## config.mk

```make
export PLATFORM = sky130hd
export DESIGN_NAME = mvm_ctrl
export DESIGN_NICKNAME = d
export VERILOG_FILES = /design/src/rtl/mvm_ctrl.sv
export SDC_FILE = /design/constraint.sdc
export NUM_CORES = 1
export LEC_CHECK = 0
export ABC_CLOCK_PERIOD_IN_PS = 2200
export CAP_MARGIN = 20
export CORE_MARGIN = 2
export CORE_UTILIZATION = 54
export CTS_BUF_LIST = sky130_fd_sc_hd__clkbuf_8
export CTS_CLUSTER_SIZE = 25
export DETAILED_ROUTE_END_ITERATION = 8
export PLACE_DENSITY = 0.81
export SETUP_SLACK_MARGIN = 0.2
export SLEW_MARGIN = 20
export SYNTH_ARGS = -nofsm -noshare
export SYNTH_HDL_FRONTEND = slang
export SYNTH_SLANG_ARGS = --single-unit
```

## constraint.sdc

```tcl
create_clock -name clk -period 2.2 [get_ports clk]
set_clock_uncertainty 0.1 [all_clocks]
set_input_delay 0.33 -clock clk [delete_from_list [all_inputs] [get_ports clk]]
set_output_delay 0.33 -clock clk [all_outputs]
set_load 0.02 [all_outputs]
```

## src/rtl/mvm_ctrl.sv

```systemverilog
// mvm_ctrl: command decode and sequencing for the matrix-vector multiply datapath.
// Loads A (row-major) and x, streams A*x through the MAC, writes y back and
// drains y through the datapath's synchronous-read y memory.
// Optional build macro MVM_CTRL_CMD_ERR_EN adds the cmd_err pulse output.
module mvm_ctrl #(
   parameter int M       = 32,
   parameter int MAC_LAT = 1,
   parameter int AW_A    = $clog2(M*M),
   parameter int AW_X    = $clog2(M)
) (
   input  logic            clk,
   input  logic            reset,
   input  logic            loadMatrix,
   input  logic            loadVector,
   input  logic            start,
   output logic            a_we,
   output logic [AW_A-1:0] a_addr,
   output logic            x_we,
   output logic [AW_X-1:0] x_addr,
   output logic            mac_valid,
   output logic            mac_first,
   output logic            y_we,
   output logic [AW_X-1:0] y_addr,
   output logic            done,
   output logic            out_valid
`ifdef MVM_CTRL_CMD_ERR_EN
   ,
   output logic            cmd_err
`endif
);

   localparam logic [AW_A-1:0] LAST_A    = AW_A'(M*M-1);
   localparam logic [AW_X-1:0] LAST_X    = AW_X'(M-1);
   localparam logic [AW_A-1:0] DRAIN_END = AW_A'(M);

   typedef enum logic [2:0] {IDLE, LOAD_A, LOAD_X, COMPUTE, FLUSH, DRAIN} state_t;

   state_t                    state, state_nxt;
   logic [AW_A-1:0]           cnt, cnt_nxt;   // A address / drain step
   logic [AW_X-1:0]           k, k_nxt;       // column (x address)
   logic [AW_X-1:0]           j, j_nxt;       // row being issued
   logic                      issue;
   // Row-end marker and row index, stage 0 aligned with mac_valid,
   // stage MAC_LAT aligned with the accumulator result.
   logic [MAC_LAT:0]          last_pipe;
   logic [MAC_LAT:0][AW_X-1:0] row_pipe;

   // State and counter registers
   always_ff @(posedge clk or posedge reset) begin
      if (reset) begin
         state <= IDLE;
         cnt   <= '0;
         k     <= '0;
         j     <= '0;
      end else begin
         state <= state_nxt;
         cnt   <= cnt_nxt;
         k     <= k_nxt;
         j     <= j_nxt;
      end
   end

   // Next-state, counter update and datapath control decode
   always_comb begin
      state_nxt = state;
      cnt_nxt   = cnt;
      k_nxt     = k;
      j_nxt     = j;
      a_we      = 1'b0;
      a_addr    = '0;
      x_we      = 1'b0;
      x_addr    = '0;
      issue     = 1'b0;
      done      = 1'b0;
      out_valid = 1'b0;
      y_we      = last_pipe[MAC_LAT];
      y_addr    = last_pipe[MAC_LAT] ? row_pipe[MAC_LAT] : '0;
      case (state)
         IDLE: begin
            if (loadMatrix)      state_nxt = LOAD_A;
            else if (loadVector) state_nxt = LOAD_X;
            else if (start)      state_nxt = COMPUTE;
         end
         LOAD_A: begin
            a_we   = 1'b1;
            a_addr = cnt;
            if (cnt == LAST_A) begin
               cnt_nxt   = '0;
               state_nxt = IDLE;
            end else begin
               cnt_nxt = cnt + 1'b1;
            end
         end
         LOAD_X: begin
            x_we   = 1'b1;
            x_addr = k;
            if (k == LAST_X) begin
               k_nxt     = '0;
               state_nxt = IDLE;
            end else begin
               k_nxt = k + 1'b1;
            end
         end
         COMPUTE: begin
            issue  = 1'b1;
            a_addr = cnt;
            x_addr = k;
            if (k == LAST_X) begin
               k_nxt = '0;
               j_nxt = (j == LAST_X) ? '0 : j + 1'b1;
            end else begin
               k_nxt = k + 1'b1;
            end
            if (cnt == LAST_A) begin
               cnt_nxt   = '0;
               state_nxt = FLUSH;
            end else begin
               cnt_nxt = cnt + 1'b1;
            end
         end
         FLUSH: begin
            // the row M-1 write-back is the last one in flight
            if (last_pipe[MAC_LAT] && row_pipe[MAC_LAT] == LAST_X)
               state_nxt = DRAIN;
         end
         DRAIN: begin
            // step 0 is the done cycle; steps 1..M present y[step-1]
            done      = (cnt == '0);
            out_valid = (cnt != '0);
            y_addr    = (cnt < DRAIN_END) ? cnt[AW_X-1:0] : '0;
            if (cnt == DRAIN_END) begin
               cnt_nxt   = '0;
               state_nxt = IDLE;
            end else begin
               cnt_nxt = cnt + 1'b1;
            end
         end
         default: state_nxt = IDLE;
      endcase
   end

   // MAC framing follows the 1-cycle memory read; row ends ride a MAC_LAT delay line
   always_ff @(posedge clk or posedge reset) begin
      if (reset) begin
         mac_valid <= 1'b0;
         mac_first <= 1'b0;
         last_pipe <= '0;
         row_pipe  <= '0;
      end else begin
         mac_valid    <= issue;
         mac_first    <= issue && (k == '0);
         last_pipe[0] <= issue && (k == LAST_X);
         row_pipe[0]  <= j;
         for (int i = 1; i <= MAC_LAT; i++) begin
            last_pipe[i] <= last_pipe[i-1];
            row_pipe[i]  <= row_pipe[i-1];
         end
      end
   end

`ifdef MVM_CTRL_CMD_ERR_EN
   logic any_cmd, multi_cmd;
   assign any_cmd   = loadMatrix | loadVector | start;
   assign multi_cmd = (loadMatrix & loadVector) | (loadMatrix & start) | (loadVector & start);

   // Flag commands that arrive while busy or collide in IDLE
   always_ff @(posedge clk or posedge reset) begin
      if (reset) cmd_err <= 1'b0;
      else       cmd_err <= (state != IDLE) ? any_cmd : multi_cmd;
   end
`endif

endmodule

```

==> results.yml, run 1 <==
outcome:
  status: "complete, but fails checks"
  violations: "negative setup slack"
global_route:
  grt_max_degree: 38
  grt_pass1_wl_um: 7330
  grt.overflow.total: 0
  antenna_found_initial: 0
  grt_pass1_vias: 1634
  grt_util_all_layers: 0.240
timing:
  fin_setup_tns_ns: -0.171
  setup_ws_ns: -0.0339
  drv_slew: 0
  fin_crit_ns: 2.23
  hold_viol_final: 0
  rsz0062_at_grt: "true"
  setup_violations: 6
  final.period_utilization: 1.02
  relSlewSlack: 0.704
  tightest_slew_ns: 0.444
  fmax_mhz: 448
setup_path:
  path_class: "register to primary output"
  critPathLaunch: "cnt[9]"
  path_max_fanout: 5
  cp-end-kind: "primary output"
  critPathArrivalTime_ns: 1.80
  r2r-end: "j[0]"
  r2r_start: "k[0]"
  crit_path_end: "y_addr[4]"
  worst_r2r_path_depth: 6
  startpoint_type: "register"
  timing.reg2reg.setup_slack_ns: 0.24
  cp.required_ns: 1.77
route:
  dr.first_iter.drc_count: 95
  routed_via_density: 5.67
  drt_first_pass_iters: 4
  vias: 1666
  wl_um: 4570
  antenna_left: 0
  drcViolationCount: 0
  wl_per_cell_um: 15.5
job:
  cap_violations: 0
cts:
  cts_inserted_buffers: 5
  cts_tree: "done"
  worstSkewPairLatency_ns: 0.29
  clkSlewWorstSetupHoldPaths_ns: 0.07
  cts_max_path_buffers: 2
  cts_hold_buf: 0
  clockRootBuffer: "clkbuf_8"
  h-tree-depth: 2
  clock-sinks: 37
power_and_ir_drop:
  seq_power_share: 0.518
  leakagePower_nw: 1.19
  switching_share: 0.195
  p_comb_frac: 0.018
  p_int_mw: 1.06
  ir_drop_mv: 0.439
  power.density_nw_per_um2: 516
  clkPwrFrac: 0.464
  p_switching_mw: 0.257
synthesis:
  synth_edf_count: 0
  ys_top_cells_by_area: "dfrtp_1 (49%), nand2_1 (5.2%), and2_1 (5.0%)"
  netlist_top_cells_count: "dfrtp_1 (37), nand2_1 (26), o21ai_0 (17)"
  ys_types: 44
  avgSynthCellArea_sq_um: 9.75
  syn_area_sq_um: 1880
  synth_cells: 193
  seq_area_frac_synth: 0.492
  synthArstFlopShare: 1.00
  synth_top_area_frac: 0.492
  yosys_warnings: 0
  synth_flop_cell: "dfrtp_1"
  synthesis.nets: 205
  yosysTopAreaCell: "dfrtp_1"
  yosysMostFrequentCell: "dfrtp_1"
  ys_seq_elements: 37
cells_and_area:
  fillerInstances: 239
  nets: 259
  area_growth_pct: 35.2
  final_cells: 294
  diodes: 0
  drive_gt1_frac: 0.302
die:
  die_area_sq_um: 3970
  ioPinCount: 32
  die_width_um: 63.0
  row_count: 21
  initial_core_util: 0.564
  die_h_um: 63.0
  core-area_sq_um: 3340
placed_design:
  portBuffers: 31
  dp_hpwl_um: 3200
  gp_congestion: 0.850
  placed_cells: 278
hold_path:
  hold_class: "register to register"
  whs_path_depth: 0
power groups by stage:
stage                     Sequential [mW]  Combinational (mW)  Clock, mW
after global placement              0.693              0.0241          0
after global routing                0.679              0.0270      0.663
after CTS                           0.680              0.0244      0.615
after detailed placement            0.693              0.0243          0
after floorplan                     0.693              0.0118          0
final                               0.680              0.0238      0.610
worst max-delay path, cell delays in order (launching register included):
cell     delay (ns)
dfrtp_1        0.40
or4_4          0.54
nor3_4         0.17
buf_6          0.15
a22o_1         0.14
buf_6          0.12
per-stage QoR:
stage	hold WS (ns)	area, sq um	utilization	power (mW)	worst slack (ns)
6_report	0.246	2540	0.762	1.31	-0.0339
5_1_grt	0.260	2540	0.762	1.37	-0.111
4_1_cts	0.254	2490	0.747	1.32	-0.0674
3_5_place_dp	0.235	2330	0.697	0.717	-0.208
3_3_place_gp	0.232	2330	0.697	0.717	-0.182
2_1_floorplan	0.231	1880	-	0.705	0.299
placed cells by master, fill, tap and decap left out, drive strengths merged, types with 2 or more instances in the layout:
cell type	n
and2	16
inv	6
nand2	26
nand3	6
nor3	5
nand2b	4
and3	4
nand4	3
ha	7
clkdlybuf4s50	7
nor4	3
clkbuf	8
a21oi	6
dfrtp	37
xnor2	3
a22o	6
buf	41
or2	2
clkdlybuf4s15	6
mux2	2
nor2	9
nor2b	5
o21ai	18
worst min path at each step:
stage,start,slack (ns),end
6_report,row_pipe[0],0.25,row_pipe[5]
3_5_place_dp,row_pipe[0],0.23,row_pipe[5]
5_1_grt,row_pipe[0],0.26,row_pipe[5]
2_1_floorplan,last_pipe[0],0.23,last_pipe[1]
4_1_cts,row_pipe[0],0.25,row_pipe[5]
3_3_place_gp,row_pipe[1],0.23,row_pipe[6]
layer usage:
metal	global-route usage	wire length [um]	up-vias
li1	-	-	778
met1	0.279	1720	804
met2	0.426	2440	68
met3	0.0595	297	16
met4	0.0889	104	0
met5	0	0	-
timing repair:
| item | in CTS | in global routing |
|---|---|---|
| buffers inserted | 2 | 5 |
| cloned | 0 | 1 |
| pin swaps | 2 | 5 |
| resized for setup | 90 | 29 |
| endpoints found under the setup margin | 24 | 26 |
cells by family (layout without fill, tap and decap cells):
family / count (synthesis) / after routing / synth area share
compound gates: 38 / 38 / 0.128
xor+xnor: 3 / 3 / 0.0140
fa+ha+maj: 7 / 7 / 0.0465
buf+inv: 16 / 71 / 0.0432
flops: 37 / 37 / 0.492
mux: 2 / 2 / 0.0140
simple gates: 90 / 90 / 0.262
sequential cells by signal (all words and copies together), names as in the netlist:
register and cells:
row_pipe 10, cnt 10, last_pipe 2, state 3, k 5, mac_valid 1, mac_first 1, j 5
cell type report:
class                           instances  area [sq um]  share of cell area
Tap cell                               46          57.6              0.0226
Inverter                                6          22.5             0.00885
Multi-Input combinational cell        140           947               0.372
Clock buffer                            6          82.6              0.0325
Clock inverter                          2          37.5              0.0148
Timing Repair Buffer                   57           470               0.185
Sequential cell                        37           926               0.364
No activity file was read; power rests on OpenSTA's default activity.
==> run 2: changes to the inputs <==
--- a/config.mk
+++ b/config.mk
@@ -5,14 +5,15 @@
 export SDC_FILE = /design/constraint.sdc
 export NUM_CORES = 1
 export LEC_CHECK = 0
-export ABC_CLOCK_PERIOD_IN_PS = 2200
+export ABC_CLOCK_PERIOD_IN_PS = 2600
 export CAP_MARGIN = 20
 export CORE_MARGIN = 2
-export CORE_UTILIZATION = 54
+export CORE_UTILIZATION = 59
 export CTS_BUF_LIST = sky130_fd_sc_hd__clkbuf_8
 export CTS_CLUSTER_SIZE = 25
 export DETAILED_ROUTE_END_ITERATION = 8
-export PLACE_DENSITY = 0.81
+export PLACE_DENSITY = 0.88
+export REMOVE_ABC_BUFFERS = 1
 export SETUP_SLACK_MARGIN = 0.2
 export SLEW_MARGIN = 20
 export SYNTH_ARGS = -nofsm -noshare
==> constraint.sdc (replaced) <==
create_clock -name clk -period 2.6 [get_ports clk]
set_clock_uncertainty 0.1 [all_clocks]
set_input_delay 0.39 -clock clk [delete_from_list [all_inputs] [get_ports clk]]
set_output_delay 0.39 -clock clk [all_outputs]
set_load 0.02 [all_outputs]
==> run 2 against run 1 <==
Critical path depth is the same. Highest routed layer unchanged. Critical endpoint is now y_addr[1]. Non-clock buffer count shrank 16. Worst hold slack gained 0.0068 ns. The flow now finishes without violations. First-iteration DRC count grew 5.3%.
==> results.yml, run 2 (synthesis results as in run 1) <==
outcome:
  status: "finished, final reports clean"
cts:
  cts_hold_buf: 0
  cts_tree: "done"
  clockRootBuffer: "clkbuf_8"
  worstSkewPairLatency_ns: 0.30
  clock-sinks: 37
  h-tree-depth: 2
  cts_max_path_buffers: 2
  clkSlewWorstSetupHoldPaths_ns: 0.08
  cts_inserted_buffers: 5
cells_and_area:
  area_growth_pct: 26.6
  nets: 243
  final_common_cell: "dfrtp_1"
  seq_area_sq_um: 927
  multi_input_area_sq_um: 888
  drive_gt1_frac: 0.147
  reg.largest.list: "cnt (10), row_pipe (10)"
  final_cell_mix: "dfrtp_1 (36), nand2_1 (26), o21ai_0 (17)"
  diodes: 0
  fillerInstances: 208
power_and_ir_drop:
  clkPwrFrac: 0.413
  p_int_mw: 0.775
  seq_power_share: 0.567
  leakagePower_nw: 1.27
  p_comb_frac: 0.020
  power.density_nw_per_um2: 426
  p_switching_mw: 0.239
  ir_drop_mv: 0.499
  switching_share: 0.236
route:
  antenna_left: 0
  wl_per_cell_um: 15.5
  drcViolationCount: 0
  vias: 1571
  wl_um: 4290
  routed_via_density: 5.69
  drt_first_pass_iters: 4
  dr.first_iter.drc_count: 100
setup_path:
  cp-end-kind: "primary output"
  cp.depth: 5
  cp_top_family: "simple AND/OR/NAND/NOR gates"
  path_max_fanout: 5
  startpoint_type: "register"
  cp_num_buf_inv: 2
  max_stage_delay_ns: 0.56
  path_class: "register to primary output"
  cp_cell_sequence: "or4_4, nor3_4, buf_4, a22o_1, buf_2"
  worst_r2r_path_depth: 7
  critical_path.slowest_cell: "or4_4"
  cp.required_ns: 2.11
  critPathArrivalTime_ns: 1.92
die:
  initial_core_util: 0.616
  die_width_um: 60.5
  die_area_sq_um: 3660
  row_count: 20
  die_h_um: 60.5
  ioPinCount: 32
  core-area_sq_um: 3050
timing:
  fin_setup_tns_ns: 0
  relSlewSlack: 0.694
  hold_viol_final: 0
  final.period_utilization: 0.929
  fmax_mhz: 414
  rsz0062_at_grt: "true"
  fin_hold_ws_ns: 0.253
  drv_slew: 0
  fin_crit_ns: 2.41
  setup_violations: 0
  tightest_slew_ns: 0.458
global_route:
  antenna_found_initial: 0
  grt_pass1_wl_um: 7130
  grt_pass1_vias: 1596
  grtUsageMet1: 0.290
  grt_util_met2: 0.475
  grt.overflow.total: 0
  grt_max_degree: 38
  grt-busiest-layer: "met2"
  gr-usage-met3: 0.0704
  grt_util_all_layers: 0.270
placed_design:
  gp_congestion: 0.901
  dp_hpwl_um: 3070
  portBuffers: 31
job:
  cap_violations: 0
hold_path:
  whs_path_depth: 0
  hold_class: "register to register"
-- run 2: changes by cell type in the layout (fill, tap and decap cells not counted), moves of 3 or more --
cell | before | now
buf_2 | 8 | 5
dlymetal6s2s_1 | 0 | 14
clkdlybuf4s50_1 | 7 | 10
buf_6 | 7 | 1
ha_1 | 4 | 7
clkdlybuf4s15_2 | 6 | 0
buf_4 | 26 | 10
-- run 2: final cells by class --
| type | count | share of cell area |
|---|---|---|
| repair buffers | 41 | 0.166 |
| inverters | 6 | 0.00945 |
| clock inverters | 3 | 0.0105 |
| clock buffers | 5 | 0.0289 |
| well taps | 44 | 0.0231 |
| flip-flops and latches | 37 | 0.389 |
| multi-input cells | 140 | 0.373 |
-- run 2: layer usage --
layer,routed length [um],share of wire,up-vias
li1,-,-,750
met1,1680,0.39,744
met2,2220,0.52,60
met3,221,0.052,17
met4,168,0.039,0
met5,0,0,-
-- run 2: metrics by stage --
step	cells	util	worst slack (ns)	power (mW)	cell area (sq um)
2_1_floorplan	183	-	0.639	0.596	1820
3_3_place_gp	266	0.736	0.161	0.607	2250
3_5_place_dp	266	0.736	0.0616	0.607	2250
4_1_cts	276	0.774	0.174	1.02	2360
5_1_grt	276	0.780	0.132	1.05	2380
6_report	276	0.780	0.186	1.01	2380
-- run 2: what timing repair did --
action | in CTS | in global routing
gates cloned | 0 | 0
setup endpoints to repair | 10 | 23
pin swaps | 1 | 1
resized for setup | 24 | 21
setup buffers | 2 | 0
-- run 2: worst paths after layout --
path | startpoint | to | slack, ns
max | cnt[8] | y_addr[1] | 0.19
min | last_pipe[0] | last_pipe[1] | 0.25
max reg2reg | k[0] | j[3] | 0.59
min reg2reg | last_pipe[0] | last_pipe[1] | 0.25
max in group asynchronous | reset | state[0] | 1.65
min in group asynchronous | reset | j[1] | 0.39
-- run 2: power groups by stage --
stage,registers (mW),logic (mW),clock network (mW)
after floorplan,0.586,0.0100,0
after global placement,0.586,0.0204,0
after detailed placement,0.586,0.0211,0
after CTS,0.575,0.0210,0.422
after global routing,0.575,0.0233,0.453
final,0.575,0.0203,0.419
-- run 2: worst reg2reg max path: stages (launching register included) --
cell,delay [ns]
dfrtp_1,0.42
ha_1,0.22
and3_1,0.17
ha_1,0.23
nand4b_1,0.32
nor3_1,0.27
a21oi_1,0.05
o21ai_0,0.16
==> run 3: changes to the inputs <==
--- a/config.mk
+++ b/config.mk
@@ -12,6 +12,7 @@
 export CTS_BUF_LIST = sky130_fd_sc_hd__clkbuf_8
 export CTS_CLUSTER_SIZE = 25
 export DETAILED_ROUTE_END_ITERATION = 8
+export GPL_TIMING_DRIVEN = 0
 export PLACE_DENSITY = 0.88
 export REMOVE_ABC_BUFFERS = 1
 export SETUP_SLACK_MARGIN = 0.2
==> run 3 against run 2 <==
First-iteration DRC count fell by 16%. Flip-flop and latch count did not move. Critical path depth rose by 1. Core utilization fell by 0.49 points. Global-route usage fell by 1.1 points. Sequential power barely moved. Count of clock-buffer cells in the layout did not move. Critical endpoint is now y_addr[2]. Sequential share of layout area rose by 0.46 points. Via count fell by 2.6%. Highest routed layer unchanged. Cell area fell by 0.63%.
==> results.yml, run 3 (synthesis results as in run 1) <==
route:
  wl_um: 4150
  antenna_left: 0
  routed_via_density: 5.60
  drt_first_pass_iters: 4
  vias: 1530
  wl_per_cell_um: 15.2
  drcViolationCount: 0
  dr.first_iter.drc_count: 84
timing:
  setup_violations: 0
  fin_setup_tns_ns: 0
  tightest_slew_ns: 0.750
  rsz0062_at_grt: "true"
  final.period_utilization: 0.923
  drv_slew: 0
  setup_ws_ns: 0.200
  relSlewSlack: 0.499
  fmax_mhz: 417
  fin_crit_ns: 2.40
  hold_viol_final: 0
cts:
  clock-sinks: 37
  worstSkewPairLatency_ns: 0.29
  cts_tree: "done"
  h-tree-depth: 2
  clockRootBuffer: "clkbuf_8"
  cts_hold_buf: 0
  cts_max_path_buffers: 2
  cts_inserted_buffers: 5
  clkSlewWorstSetupHoldPaths_ns: 0.08
global_route:
  grt_pass1_vias: 1514
  grt_util_all_layers: 0.260
  antenna_found_initial: 0
  grt_pass1_wl_um: 6820
  grt_max_degree: 38
  grt.overflow.total: 0
placed_design:
  placed_area_sq_um: 2190
  portBuffers: 31
  gp_congestion: 0.865
  dp_hpwl_um: 2710
  place_ws_ns: 0.0270
cells_and_area:
  final_area_sq_um: 2370
  final_cell_mix: "dfrtp_1 (32), nand2_1 (25), clkdlybuf4s50_1 (22)"
  reg.largest.list: "cnt (10), row_pipe (10)"
  final_common_cell: "dfrtp_1"
  drive_gt1_frac: 0.170
  diodes: 0
  nets: 240
  area_growth_pct: 25.8
setup_path:
  cp_num_buf_inv: 3
  cp.depth: 6
  critical_path.slowest_cell: "or4_4"
  path_max_fanout: 3
  critPathLaunch: "cnt[9]"
  cp-end-kind: "primary output"
  r2r-end: "j[2]"
  cp_top_family: "simple AND/OR/NAND/NOR gates"
  cp.required_ns: 2.11
  path_class: "register to primary output"
  critPathArrivalTime_ns: 1.91
  crit_path_end: "y_addr[2]"
  crit_top_cell: "buf_4"
  timing.reg2reg.setup_slack_ns: 0.55
  r2r_start: "k[0]"
  max_stage_delay_ns: 0.55
  worst_r2r_path_depth: 7
  cp_cell_sequence: "or4_4, nor3_4, buf_4, buf_4, a22o_1, buf_2"
  startpoint_type: "register"
power_and_ir_drop:
  p_comb_frac: 0.018
  seq_power_share: 0.525
  p_switching_mw: 0.227
  clkPwrFrac: 0.458
  switching_share: 0.207
  power_mw: 1.10
  leakagePower_nw: 1.10
  p_int_mw: 0.868
  power.density_nw_per_um2: 463
  ir_drop_mv: 0.428
die:
  die_h_um: 60.5
  die_area_sq_um: 3660
  die_width_um: 60.5
  initial_core_util: 0.616
  row_count: 20
  ioPinCount: 32
  core-area_sq_um: 3050
hold_path:
  whs_path_depth: 0
  hold_class: "register to register"
outcome:
  status: "finished, final reports clean"
job:
  cap_violations: 0
==> run 3: cell count changes in the layout (fill, tap and decap cells not counted), moves of 4 or more <==
cell             previous run  this run
dlymetal6s2s_1             14         2
dfrtp_1                    36        32
dfrtp_2                     1         5
clkdlybuf4s50_1            10        22
==> run 3: worst min path at each step <==
stage / from / end
detailed placement: last_pipe[0] / last_pipe[1]
floorplan: last_pipe[0] / last_pipe[1]
global route: last_pipe[0] / last_pipe[1]
finish: last_pipe[0] / last_pipe[1]
CTS: last_pipe[0] / last_pipe[1]
global placement: row_pipe[4] / row_pipe[9]
==> run 3: what timing repair did <==
action                                  4_1_cts  5_1_grt
setup buffers                                 7        0
resized for setup                            35        6
endpoints found under the setup margin       21        9
pin swaps                                     1        0
cloned                                        0        0
==> run 3: cell type report <==
type / count / area [sq um]
Clock buffer: 5 / 68.8
Clock inverter: 3 / 46.3
Fill cell: 217 / 686
Inverter: 6 / 22.5
Multi-Input combinational cell: 140 / 901
Sequential cell: 37 / 932
Tap cell: 44 / 55.1
Timing Repair Buffer: 38 / 342
==> run 3: metrics by stage <==
stage	hold slack (ns)	utilization	std cells
after floorplan	0.231	-	183
after global placement	0.232	0.717	258
after detailed placement	0.238	0.717	258
after CTS	0.255	0.770	273
after global routing	0.259	0.775	273
final	0.253	0.775	273
==> run 3: routing by layer <==
metal  GRT usage  vias to the layer above  share of wire
met5           0                        -              0
met4       0.112                        0          0.023
met3      0.0682                       12          0.046
met2       0.449                       41           0.53
met1       0.307                      745           0.40
li1            -                      732              -
==> run 3: power groups by stage <==
stage	Clock (mW)	Sequential (mW)	Combinational, mW
after global routing	0.529	0.575	0.0226
final	0.501	0.575	0.0192
after global placement	0	0.586	0.0192
after detailed placement	0	0.586	0.0202
after CTS	0.510	0.575	0.0200
after floorplan	0	0.586	0.0100
